==> src/rtl/handshake_protocol_monitor_if.sv <==
// Ready/valid bundle for N_CH independent channels; channel i payload is data[i*DATA_W +: DATA_W].
// The monitor attaches through the passive mon modport.
interface handshake_protocol_monitor_if #(
    parameter int N_CH   = 3,
    parameter int DATA_W = 4
);
    logic [N_CH-1:0]        valid;
    logic [N_CH-1:0]        ready;
    logic [N_CH*DATA_W-1:0] data;

    modport master (output valid, output data, input  ready);
    modport slave  (input  valid, input  data, output ready);
    modport mon    (input  valid, input  data, input  ready);
endinterface

==> src/rtl/handshake_protocol_monitor.sv <==
// Passive ready/valid protocol monitor: valid-hold, data-stability and stall-timeout checks plus
// saturating transfer counters per channel. Optional SVA: HANDSHAKE_PROTOCOL_MONITOR_ASSERT_EN.
module handshake_protocol_monitor #(
    parameter int N_CH      = 3,
    parameter int DATA_W    = 4,
    parameter int STALL_MAX = 15,
    parameter int CNT_W     = 16
) (
    input  logic                       CLK,
    input  logic                       ASYNCRESET,
    handshake_protocol_monitor_if.mon  bus,
    input  logic                       clear,
    output logic [N_CH*CNT_W-1:0]      xfer_count,
    output logic [N_CH-1:0]            err_valid_drop,
    output logic [N_CH-1:0]            err_data_chg,
    output logic [N_CH-1:0]            err_stall,
    output logic                       err_any,
    output logic [$clog2(N_CH):0]      first_err_ch,
    output logic                       err_pulse
);
    localparam int FE_W = $clog2(N_CH) + 1;
    localparam int ST_W = $clog2(STALL_MAX + 1);
    localparam logic [ST_W-1:0]  ST_MAX_V = ST_W'(STALL_MAX);
    localparam logic [ST_W-1:0]  ST_ONE   = ST_W'(1);
    localparam logic [CNT_W-1:0] CNT_ONE  = CNT_W'(1);
    localparam logic [CNT_W-1:0] CNT_MAX  = '1;
    localparam logic [FE_W-1:0]  FE_NONE  = '1;

    typedef enum logic {ST_IDLE = 1'b0, ST_WAIT = 1'b1} pend_state_t;

    logic [N_CH-1:0] viol_vd, viol_dc, viol_st, viol_any;
    logic [N_CH-1:0] vd_reg, dc_reg, st_reg;
    logic [N_CH-1:0] vd_next, dc_next, st_next;
    logic [FE_W-1:0] first_reg, first_next;
    logic            pulse_reg, pulse_next;

    for (genvar gi = 0; gi < N_CH; gi++) begin : g_ch
        pend_state_t       state_reg, state_next;
        logic [DATA_W-1:0] hold_reg, hold_next;
        logic [ST_W-1:0]   stall_reg, stall_next, stall_calc;
        logic [CNT_W-1:0]  cnt_reg, cnt_next;
        logic              v, r, vd_l, dc_l, st_l;
        logic [DATA_W-1:0] d;

        assign v = bus.valid[gi];
        assign r = bus.ready[gi];
        assign d = bus.data[gi*DATA_W +: DATA_W];

        always_ff @(posedge CLK or posedge ASYNCRESET) begin
            if (ASYNCRESET) begin
                state_reg <= ST_IDLE;
                hold_reg  <= '0;
                stall_reg <= '0;
                cnt_reg   <= '0;
            end else begin
                state_reg <= state_next;
                hold_reg  <= hold_next;
                stall_reg <= stall_next;
                cnt_reg   <= cnt_next;
            end
        end

        // The entry edge counts as the first stalled edge, so STALL_MAX stalled edges trip the flag.
        always_comb begin
            state_next = state_reg;
            hold_next  = hold_reg;
            stall_calc = '0;
            cnt_next   = cnt_reg;
            vd_l       = 1'b0;
            dc_l       = 1'b0;
            case (state_reg)
                ST_IDLE: begin
                    if (v && !r) begin
                        state_next = ST_WAIT;
                        hold_next  = d;
                        stall_calc = ST_ONE;
                    end
                end
                ST_WAIT: begin
                    if (!v) begin
                        state_next = ST_IDLE;
                        vd_l       = 1'b1;
                    end else begin
                        dc_l = (d != hold_reg);
                        if (r) begin
                            state_next = ST_IDLE;
                        end else begin
                            stall_calc = (stall_reg == ST_MAX_V) ? stall_reg : stall_reg + ST_ONE;
                        end
                    end
                end
                default: state_next = ST_IDLE;
            endcase
            st_l = (stall_calc == ST_MAX_V);
            if (v && r && cnt_reg != CNT_MAX) begin
                cnt_next = cnt_reg + CNT_ONE;
            end
            stall_next = stall_calc;
            if (clear) begin
                cnt_next   = '0;
                stall_next = '0;
            end
        end

        assign viol_vd[gi] = vd_l;
        assign viol_dc[gi] = dc_l;
        assign viol_st[gi] = st_l;
        assign xfer_count[gi*CNT_W +: CNT_W] = cnt_reg;

`ifdef HANDSHAKE_PROTOCOL_MONITOR_ASSERT_EN
        a_valid_hold: assert property (@(posedge CLK) disable iff (ASYNCRESET)
            (state_reg == ST_WAIT) |-> v)
            else $error("handshake_protocol_monitor: valid dropped on channel %0d", gi);
        a_data_stable: assert property (@(posedge CLK) disable iff (ASYNCRESET)
            (state_reg == ST_WAIT && v) |-> (d == hold_reg))
            else $error("handshake_protocol_monitor: data changed on channel %0d", gi);
        a_stall: assert property (@(posedge CLK) disable iff (ASYNCRESET) !st_l)
            else $error("handshake_protocol_monitor: stall timeout on channel %0d", gi);
`else
        // Flags and counters only; no checker code is elaborated.
`endif
    end

    assign viol_any = viol_vd | viol_dc | viol_st;

    // Clear overrides any same-edge violation; the lowest violating channel wins the index.
    always_comb begin
        vd_next    = clear ? '0 : (vd_reg | viol_vd);
        dc_next    = clear ? '0 : (dc_reg | viol_dc);
        st_next    = clear ? '0 : (st_reg | viol_st);
        pulse_next = !clear && (|((viol_vd & ~vd_reg) | (viol_dc & ~dc_reg) | (viol_st & ~st_reg)));
        first_next = first_reg;
        if (clear) begin
            first_next = FE_NONE;
        end else if (first_reg == FE_NONE) begin
            for (int i = N_CH - 1; i >= 0; i--) begin
                if (viol_any[i]) first_next = FE_W'(i);
            end
        end
    end

    always_ff @(posedge CLK or posedge ASYNCRESET) begin
        if (ASYNCRESET) begin
            vd_reg    <= '0;
            dc_reg    <= '0;
            st_reg    <= '0;
            pulse_reg <= 1'b0;
            first_reg <= FE_NONE;
        end else begin
            vd_reg    <= vd_next;
            dc_reg    <= dc_next;
            st_reg    <= st_next;
            pulse_reg <= pulse_next;
            first_reg <= first_next;
        end
    end

    assign err_valid_drop = vd_reg;
    assign err_data_chg   = dc_reg;
    assign err_stall      = st_reg;
    assign err_any        = |{vd_reg, dc_reg, st_reg};
    assign first_err_ch   = first_reg;
    assign err_pulse      = pulse_reg;
endmodule
==> src/flat_wrapper.sv <==
// flat-port wrapper written by rule: the top's interface ports become plain ports
module handshake_protocol_monitor_flat 
#(
    parameter int N_CH      = 3,
    parameter int DATA_W    = 4,
    parameter int STALL_MAX = 15,
    parameter int CNT_W     = 16
)
  (CLK, ASYNCRESET, clear, xfer_count, err_valid_drop, err_data_chg, err_stall, err_any, first_err_ch, err_pulse, bus_valid, bus_data, bus_ready);
  handshake_protocol_monitor_if #(.N_CH(N_CH), .DATA_W(DATA_W)) bus_i ();
  input  logic CLK;
  input  logic ASYNCRESET;
  input  logic clear;
  output logic [N_CH*CNT_W-1:0] xfer_count;
  output logic [N_CH-1:0] err_valid_drop;
  output logic [N_CH-1:0] err_data_chg;
  output logic [N_CH-1:0] err_stall;
  output logic err_any;
  output logic [$clog2(N_CH):0] first_err_ch;
  output logic err_pulse;
  input wire logic [$bits(bus_i.valid)-1:0] bus_valid;
  input wire logic [$bits(bus_i.data)-1:0] bus_data;
  input wire logic [$bits(bus_i.ready)-1:0] bus_ready;
  assign bus_i.valid = bus_valid;
  assign bus_i.data = bus_data;
  assign bus_i.ready = bus_ready;
  handshake_protocol_monitor #(.N_CH(N_CH), .DATA_W(DATA_W), .STALL_MAX(STALL_MAX), .CNT_W(CNT_W)) u_core (.CLK(CLK), .ASYNCRESET(ASYNCRESET), .bus(bus_i), .clear(clear), .xfer_count(xfer_count), .err_valid_drop(err_valid_drop), .err_data_chg(err_data_chg), .err_stall(err_stall), .err_any(err_any), .first_err_ch(first_err_ch), .err_pulse(err_pulse));
endmodule
==> config.mk <==
export PLATFORM = sky130hd
export DESIGN_NAME = handshake_protocol_monitor_flat
export DESIGN_NICKNAME = d
export VERILOG_FILES = /design/src/rtl/handshake_protocol_monitor_if.sv /design/src/rtl/handshake_protocol_monitor.sv /design/src/flat_wrapper.sv
export SDC_FILE = /design/constraint.sdc
export NUM_CORES = 1
export LEC_CHECK = 0
export ABC_CLOCK_PERIOD_IN_PS = 2900
export CORE_UTILIZATION = 35
export CTS_BUF_LIST = sky130_fd_sc_hd__clkbuf_4
export DETAILED_ROUTE_END_ITERATION = 10
export PLACE_DENSITY = 0.6
export SETUP_SLACK_MARGIN = 0.02
export SLEW_MARGIN = 20
export SYNTH_ARGS = -nofsm -noshare
export SYNTH_HDL_FRONTEND = slang
export SYNTH_SLANG_ARGS = --single-unit
==> constraint.sdc <==
create_clock -name CLK -period 2.9 [get_ports CLK]
set_clock_uncertainty 0.15 [all_clocks]
set_input_delay 0.58 -clock CLK [delete_from_list [all_inputs] [get_ports CLK]]
set_output_delay 0.58 -clock CLK [all_outputs]
set_load 0.01 [all_outputs]
==> flow_metrics.py, run 1 <==
metrics = {
    "synthesis": {
        "yosys.area.top_type": "dfrtp_1",
        "ys_async_sr_fraction": 1.00,
        "synth_area_leaders": "dfrtp_1, xnor2_1, nor2_1, mux2_2, nand3_1",
        "synth_area_um2": 4650,
        "synthesis.nets": 506,
        "avgSynthCellArea_um2": 9.70,
        "syn_inst": 479,
        "yosysWarnings": 0,
        "synth_top_area_share": 0.458,
        "synth-main-ff-cell": "dfrtp_1",
        "synth_edf_count": 0,
        "ys_ff_latch": 88,
        "seq_area_frac_synth": 0.475,
        "synth_cell_type_count": 53,
    },
    "timing": {
        "timing.final.crit_period_ns": 2.61,
        "rsz0062_at_grt": "false",
        "maxSlewViolCount": 0,
        "setup_tns_ns": 0,
        "post-route-period-util": 0.900,
        "fmax_ghz": 0.383,
        "hold_viol": 0,
        "slew-limit-headroom": 0.430,
        "finalSetupViolations": 0,
        "tightest_slew_ns": 0.855,
    },
    "route": {
        "wire_per_inst_um": 14.8,
        "antenna_left": 0,
        "via_per_inst": 5.15,
        "firstDrtPassIters": 4,
        "drcViolationCount": 0,
        "vias": 3802,
        "drt_iter0_markers": 214,
        "routed_wl_mm": 10.9,
    },
    "cts": {
        "insertion_delay_ns": 0.46,
        "postCtsSetupBuffers": 0,
        "clk_path_buf_depth": 2,
        "cts_tree": "done",
        "post_cts_resized": 0,
        "cts.sinks": 88,
        "cts_root_buf": "clkbuf_4",
        "htree_levels": 3,
        "clk_pin_slew_ns": 0.14,
        "cts_buffers": 9,
        "hold_buffers": 0,
    },
    "critical_path": {
        "cp-start-kind": "flip-flop",
        "r2r_slack_ns": 0.51,
        "crit_arrival_ns": 1.88,
        "endpoint_kind": "primary output",
        "cp.required_ns": 2.17,
        "criticalPathCategory": "reg2out",
        "crit_path_max_fanout": 4,
    },
    "global_routing": {
        "use_met2": 0.260,
        "met3_usage": 0.0422,
        "use_met1": 0.235,
        "grt.overflow.total": 0,
        "track_usage": 0.172,
        "grt_max_degree": 89,
        "grt_pass1_wl_mm": 18.2,
        "top_usage_layer": "met2",
        "grt_pass1_vias": 3682,
        "grt_antenna_before_repair": 0,
    },
    "floorplan": {
        "dieWidth_um": 117,
        "die_h_um": 117,
        "core_area_um2": 12800,
        "rows": 41,
        "initial_core_util": 0.364,
        "die_area_um2": 13700,
        "ios": 83,
    },
    "cells_and_area": {
        "syn_to_final_growth_pct": 24.7,
        "num-nets-final": 588,
        "fill_cells": 1203,
        "largest_register_ff_count": 48,
        "drive_gt1_frac": 0.0777,
        "stdcell_count": 738,
        "diodes": 0,
    },
    "run_status": {
        "outcome": "finished, final reports clean",
    },
    "pwr": {
        "power.leakage_nw": 2.27,
        "power_density_nw_per_um2": 400,
        "ir_drop_uv": 193,
    },
    "placed_design": {
        "io_buffers": 82,
        "hpwl_mm": 7.60,
        "place_congestion": 0.889,
        "place_inst": 722,
    },
    "min_path": {
        "hold_path.class": "reg2reg",
    },
    "flow_run": {
        "max-cap-violations": 0,
    },
}
-- power by group --
| group | switching, W | internal (W) |
|---|---|---|
| clock network | 0.000437 | 0.000269 |
| registers | 0.0000488 | 0.00128 |
| logic | 0.000138 | 0.000144 |
-- routing by layer --
layer	routed length [um]	share of wire	vias up
met2	4900	0.45	91
li1	-	-	1884
met4	166	0.015	0
met1	5270	0.48	1812
met5	0	0	-
met3	561	0.051	15
-- cells in the mapped netlist, types with 2 or more instances --
cell       count
and2_1         4
a211o_1        2
nand2b_1       4
clkbuf_1      13
inv_1         20
dfstp_2        3
nor2b_1        2
a2111o_1       2
nand2_1       31
nor2_1        64
a31oi_1        4
mux2_2        12
nor3_1        10
xor2_1        14
dfrtp_1       85
ha_1           6
nand3_1       26
nor3b_1        7
nand4_1       15
and3_1         7
buf_2          3
and4_1         5
or3_1          5
a21boi_0       3
o211ai_1       5
a2111oi_0      4
or4_1          6
a41oi_1        2
o21ai_0       10
nand3b_1       3
buf_6          2
nor4_1         3
a211oi_1      13
o31ai_1        5
a21oi_1       21
nand4b_1       2
mux2i_1        6
xnor2_1       35
-- critical path, stage by stage (launching register included) --
cell and delay, ns:
dfrtp_1 0.44, nor4_1 0.31, nand4_1 0.17, clkdlybuf4s50_1 0.51
-- placed cells by master, fill, tap and decap left out, types with 2 or more instances in the layout --
master	synthesis	layout
dfstp_2	3	3
nand4b_1	2	2
a211oi_1	13	13
xor2_1	14	14
nand3_1	26	26
nand2_1	31	31
nor2_1	64	64
and3_1	7	7
a2111oi_0	4	4
a31oi_1	4	4
clkinvlp_4	0	2
xnor2_1	35	35
a2111o_1	2	2
clkbuf_4	0	10
nand2b_1	4	4
o21ai_0	10	10
dfrtp_1	85	85
clkdlybuf4s50_1	0	81
nand3b_1	3	3
mux2_2	12	12
o31ai_1	5	5
nor2b_1	2	2
nand4_1	15	15
ha_1	6	6
buf_4	0	6
mux2i_1	6	6
or3_1	5	5
a211o_1	2	2
nor4_1	3	3
or4_1	6	6
clkinv_2	0	2
a21oi_1	21	21
nor3b_1	7	7
o211ai_1	5	5
a21boi_0	3	3
a41oi_1	2	2
and2_1	4	4
nor3_1	10	10
and4_1	5	5
inv_1	20	19
-- final timing paths --
kind / from / endpoint / cells after the start
max reg2reg: u_core.g_ch[2].cnt_reg[0] / u_core.g_ch[2].cnt_reg[15] / 6
max: u_core.err_valid_drop[2] / err_any / 3
min in group asynchronous: ASYNCRESET / u_core.g_ch[2].state_reg / 3
max in group asynchronous: ASYNCRESET / u_core.first_err_ch[0] / 3
min reg2reg: u_core.first_err_ch[2] / u_core.first_err_ch[2] / 2
min: u_core.first_err_ch[2] / u_core.first_err_ch[2] / 2
-- through the flow --
stage	setup slack, ns	power [W]	hold WS (ns)	util	instance area [um^2]
after floorplan	0.725	0.00151	0.351	-	4650
after global placement	0.327	0.00164	0.360	0.443	5660
after detailed placement	0.245	0.00164	0.367	0.443	5660
after CTS	0.248	0.00235	0.389	0.454	5800
after global routing	0.157	0.00243	0.411	0.454	5800
final	0.290	0.00232	0.390	0.454	5800
-- cells by family after synthesis --
family | Yosys count | synth area share
muxes | 18 | 0.0420
xor gates and xnor gates | 49 | 0.0923
buffers and inverters | 38 | 0.0347
DFF | 88 | 0.475
adders and majority gates | 6 | 0.0162
AOI/OAI and AO/OA | 82 | 0.124
and+or+nand+nor | 198 | 0.216
-- area by class of cell --
type | count | area (um^2) | share of cell area
flip-flops and latches | 88 | 2210 | 0.381
multi-input cells | 353 | 2280 | 0.393
clock inverters | 6 | 60.1 | 0.0104
inverters | 20 | 78.8 | 0.0136
repair buffers | 89 | 881 | 0.152
clock buffers | 10 | 75.1 | 0.0130
well taps | 172 | 215 | 0.0371
Power figures use the tool's default switching activity.
==> inputs of run 2 (changes only) <==
CORE_MARGIN = 3   (was default)
CTS_CLUSTER_SIZE = 20   (was default)
GPL_TIMING_DRIVEN = 0   (was default)
==> flow_metrics.py, run 2 (same netlist as run 1, synthesis figures left out) <==
metrics = {
    "run_status": {
        "outcome": "finished, final reports clean",
    },
    "global_routing": {
        "track_usage": 0.168,
        "grt_pass1_wl_mm": 19.8,
        "grt_pass1_vias": 4025,
        "grt_antenna_before_repair": 0,
        "grt_max_degree": 34,
        "grt.overflow.total": 0,
    },
    "placed_design": {
        "io_buffers": 81,
        "hpwl_mm": 8.75,
        "place_congestion": 0.868,
    },
    "floorplan": {
        "rows": 41,
        "ios": 83,
        "dieWidth_um": 121,
        "die_area_um2": 14700,
        "initial_core_util": 0.362,
        "die_h_um": 121,
        "core_area_um2": 12800,
    },
    "route": {
        "drcViolationCount": 0,
        "firstDrtPassIters": 4,
        "wire_per_inst_um": 15.6,
        "via_per_inst": 5.25,
        "routed_wl_mm": 11.7,
        "vias": 3939,
        "antenna_left": 0,
        "drt_iter0_markers": 213,
    },
    "critical_path": {
        "setup.worst_path.start": "u_core.err_valid_drop[2]",
        "crit_path_max_fanout": 4,
        "criticalPathCategory": "reg2out",
        "r2r_cells": 6,
        "timing.rr.start": "u_core.g_ch[1].stall_reg[0]",
        "endpoint_kind": "primary output",
        "cp-start-kind": "flip-flop",
        "crit_arrival_ns": 1.94,
        "cp.required_ns": 2.17,
    },
    "min_path": {
        "hold_path_depth": 4,
        "min-delay-start": "bus_valid[1]",
        "hold_path.class": "in2reg",
    },
    "cts": {
        "post_cts_resized": 0,
        "hold_buffers": 0,
        "clk_pin_slew_ns": 0.15,
        "postCtsSetupBuffers": 0,
        "cts_tree": "done",
        "clk_path_buf_depth": 2,
        "cts_root_buf": "clkbuf_4",
        "htree_levels": 3,
        "cts.sinks": 88,
        "cts_buffers": 9,
        "insertion_delay_ns": 0.47,
    },
    "cells_and_area": {
        "final_common_cell": "dfrtp_1",
        "fill_cells": 1256,
        "post-route-util": 0.457,
        "num-nets-final": 600,
        "syn_to_final_growth_pct": 26.0,
        "mostFrequentLayoutCells": "dfrtp_1, clkdlybuf4s50_1, nor2_1, xnor2_1, nand2_1",
        "largest_register_ff_count": 48,
        "drive_gt1_frac": 0.0761,
        "diodes": 0,
    },
    "timing": {
        "tightest_slew_ns": 0.846,
        "rsz0062_at_grt": "false",
        "slew-limit-headroom": 0.432,
        "setup_tns_ns": 0,
        "fmax_ghz": 0.375,
        "timing.final.crit_period_ns": 2.67,
        "post-route-period-util": 0.919,
        "maxSlewViolCount": 0,
        "finalSetupViolations": 0,
        "hold_viol": 0,
    },
    "pwr": {
        "finalPower_w": 0.00233,
        "power.leakage_nw": 2.28,
        "power_density_nw_per_um2": 399,
        "ir_drop_uv": 266,
    },
    "flow_run": {
        "max-cap-violations": 0,
    },
}
run 2: cell type report:
type / count / area (um^2) / share of cell area
sequential: 88 / 2210 / 0.377
buffer: 18 / 86.3 / 0.0147
multi-input combinational: 353 / 2280 / 0.390
timing repair buffer: 83 / 851 / 0.145
inverter: 20 / 78.8 / 0.0135
clock inverter: 7 / 70.1 / 0.0120
tap: 172 / 215 / 0.0368
clock buffer: 9 / 67.6 / 0.0115
run 2: worst paths after layout:
kind                                               end  slack, ns
setup / recovery                               err_any       0.23
hold / removal                u_core.err_valid_drop[1]       0.38
setup reg to reg                      u_core.err_pulse       0.46
hold reg to reg                 u_core.first_err_ch[2]       0.39
max in group asynchronous       u_core.first_err_ch[0]       1.58
min in group asynchronous  u_core.g_ch[1].stall_reg[2]       0.39
run 2: metal layers:
metal / vias to the layer above / track usage / wire length, um
li1: 1907 / - / -
met1: 1933 / 0.227 / 5570
met2: 84 / 0.261 / 5370
met3: 15 / 0.0550 / 635
met4: 0 / 0.0455 / 167
met5: - / 0 / 0
run 2: where the power goes:
group	internal [W]	leakage, nW	switching [W]
combinational	0.000146	1.03	0.000150
sequential	0.00128	1.18	0.0000450
clock	0.000263	0.0761	0.000447
total	0.00169	2.28	0.000642
run 2: stage by stage:
| stage | hold slack (ns) | instances | setup WS, ns | instance area, um^2 |
|---|---|---|---|---|
| 2_1_floorplan | 0.351 | 479 | 0.725 | 4650 |
| 3_3_place_gp | 0.361 | 732 | 0.113 | 5680 |
| 3_5_place_dp | 0.365 | 734 | 0.134 | 5720 |
| 4_1_cts | 0.333 | 750 | 0.184 | 5860 |
| 5_1_grt | 0.348 | 750 | 0.0498 | 5860 |
| 6_report | 0.376 | 750 | 0.234 | 5860 |
run 2: worst max-delay path: stages, from the launching register on:
cell and delay, ns:
dfrtp_1 0.45, nor4_1 0.31, nand4_1 0.19, clkdlybuf4s50_1 0.52
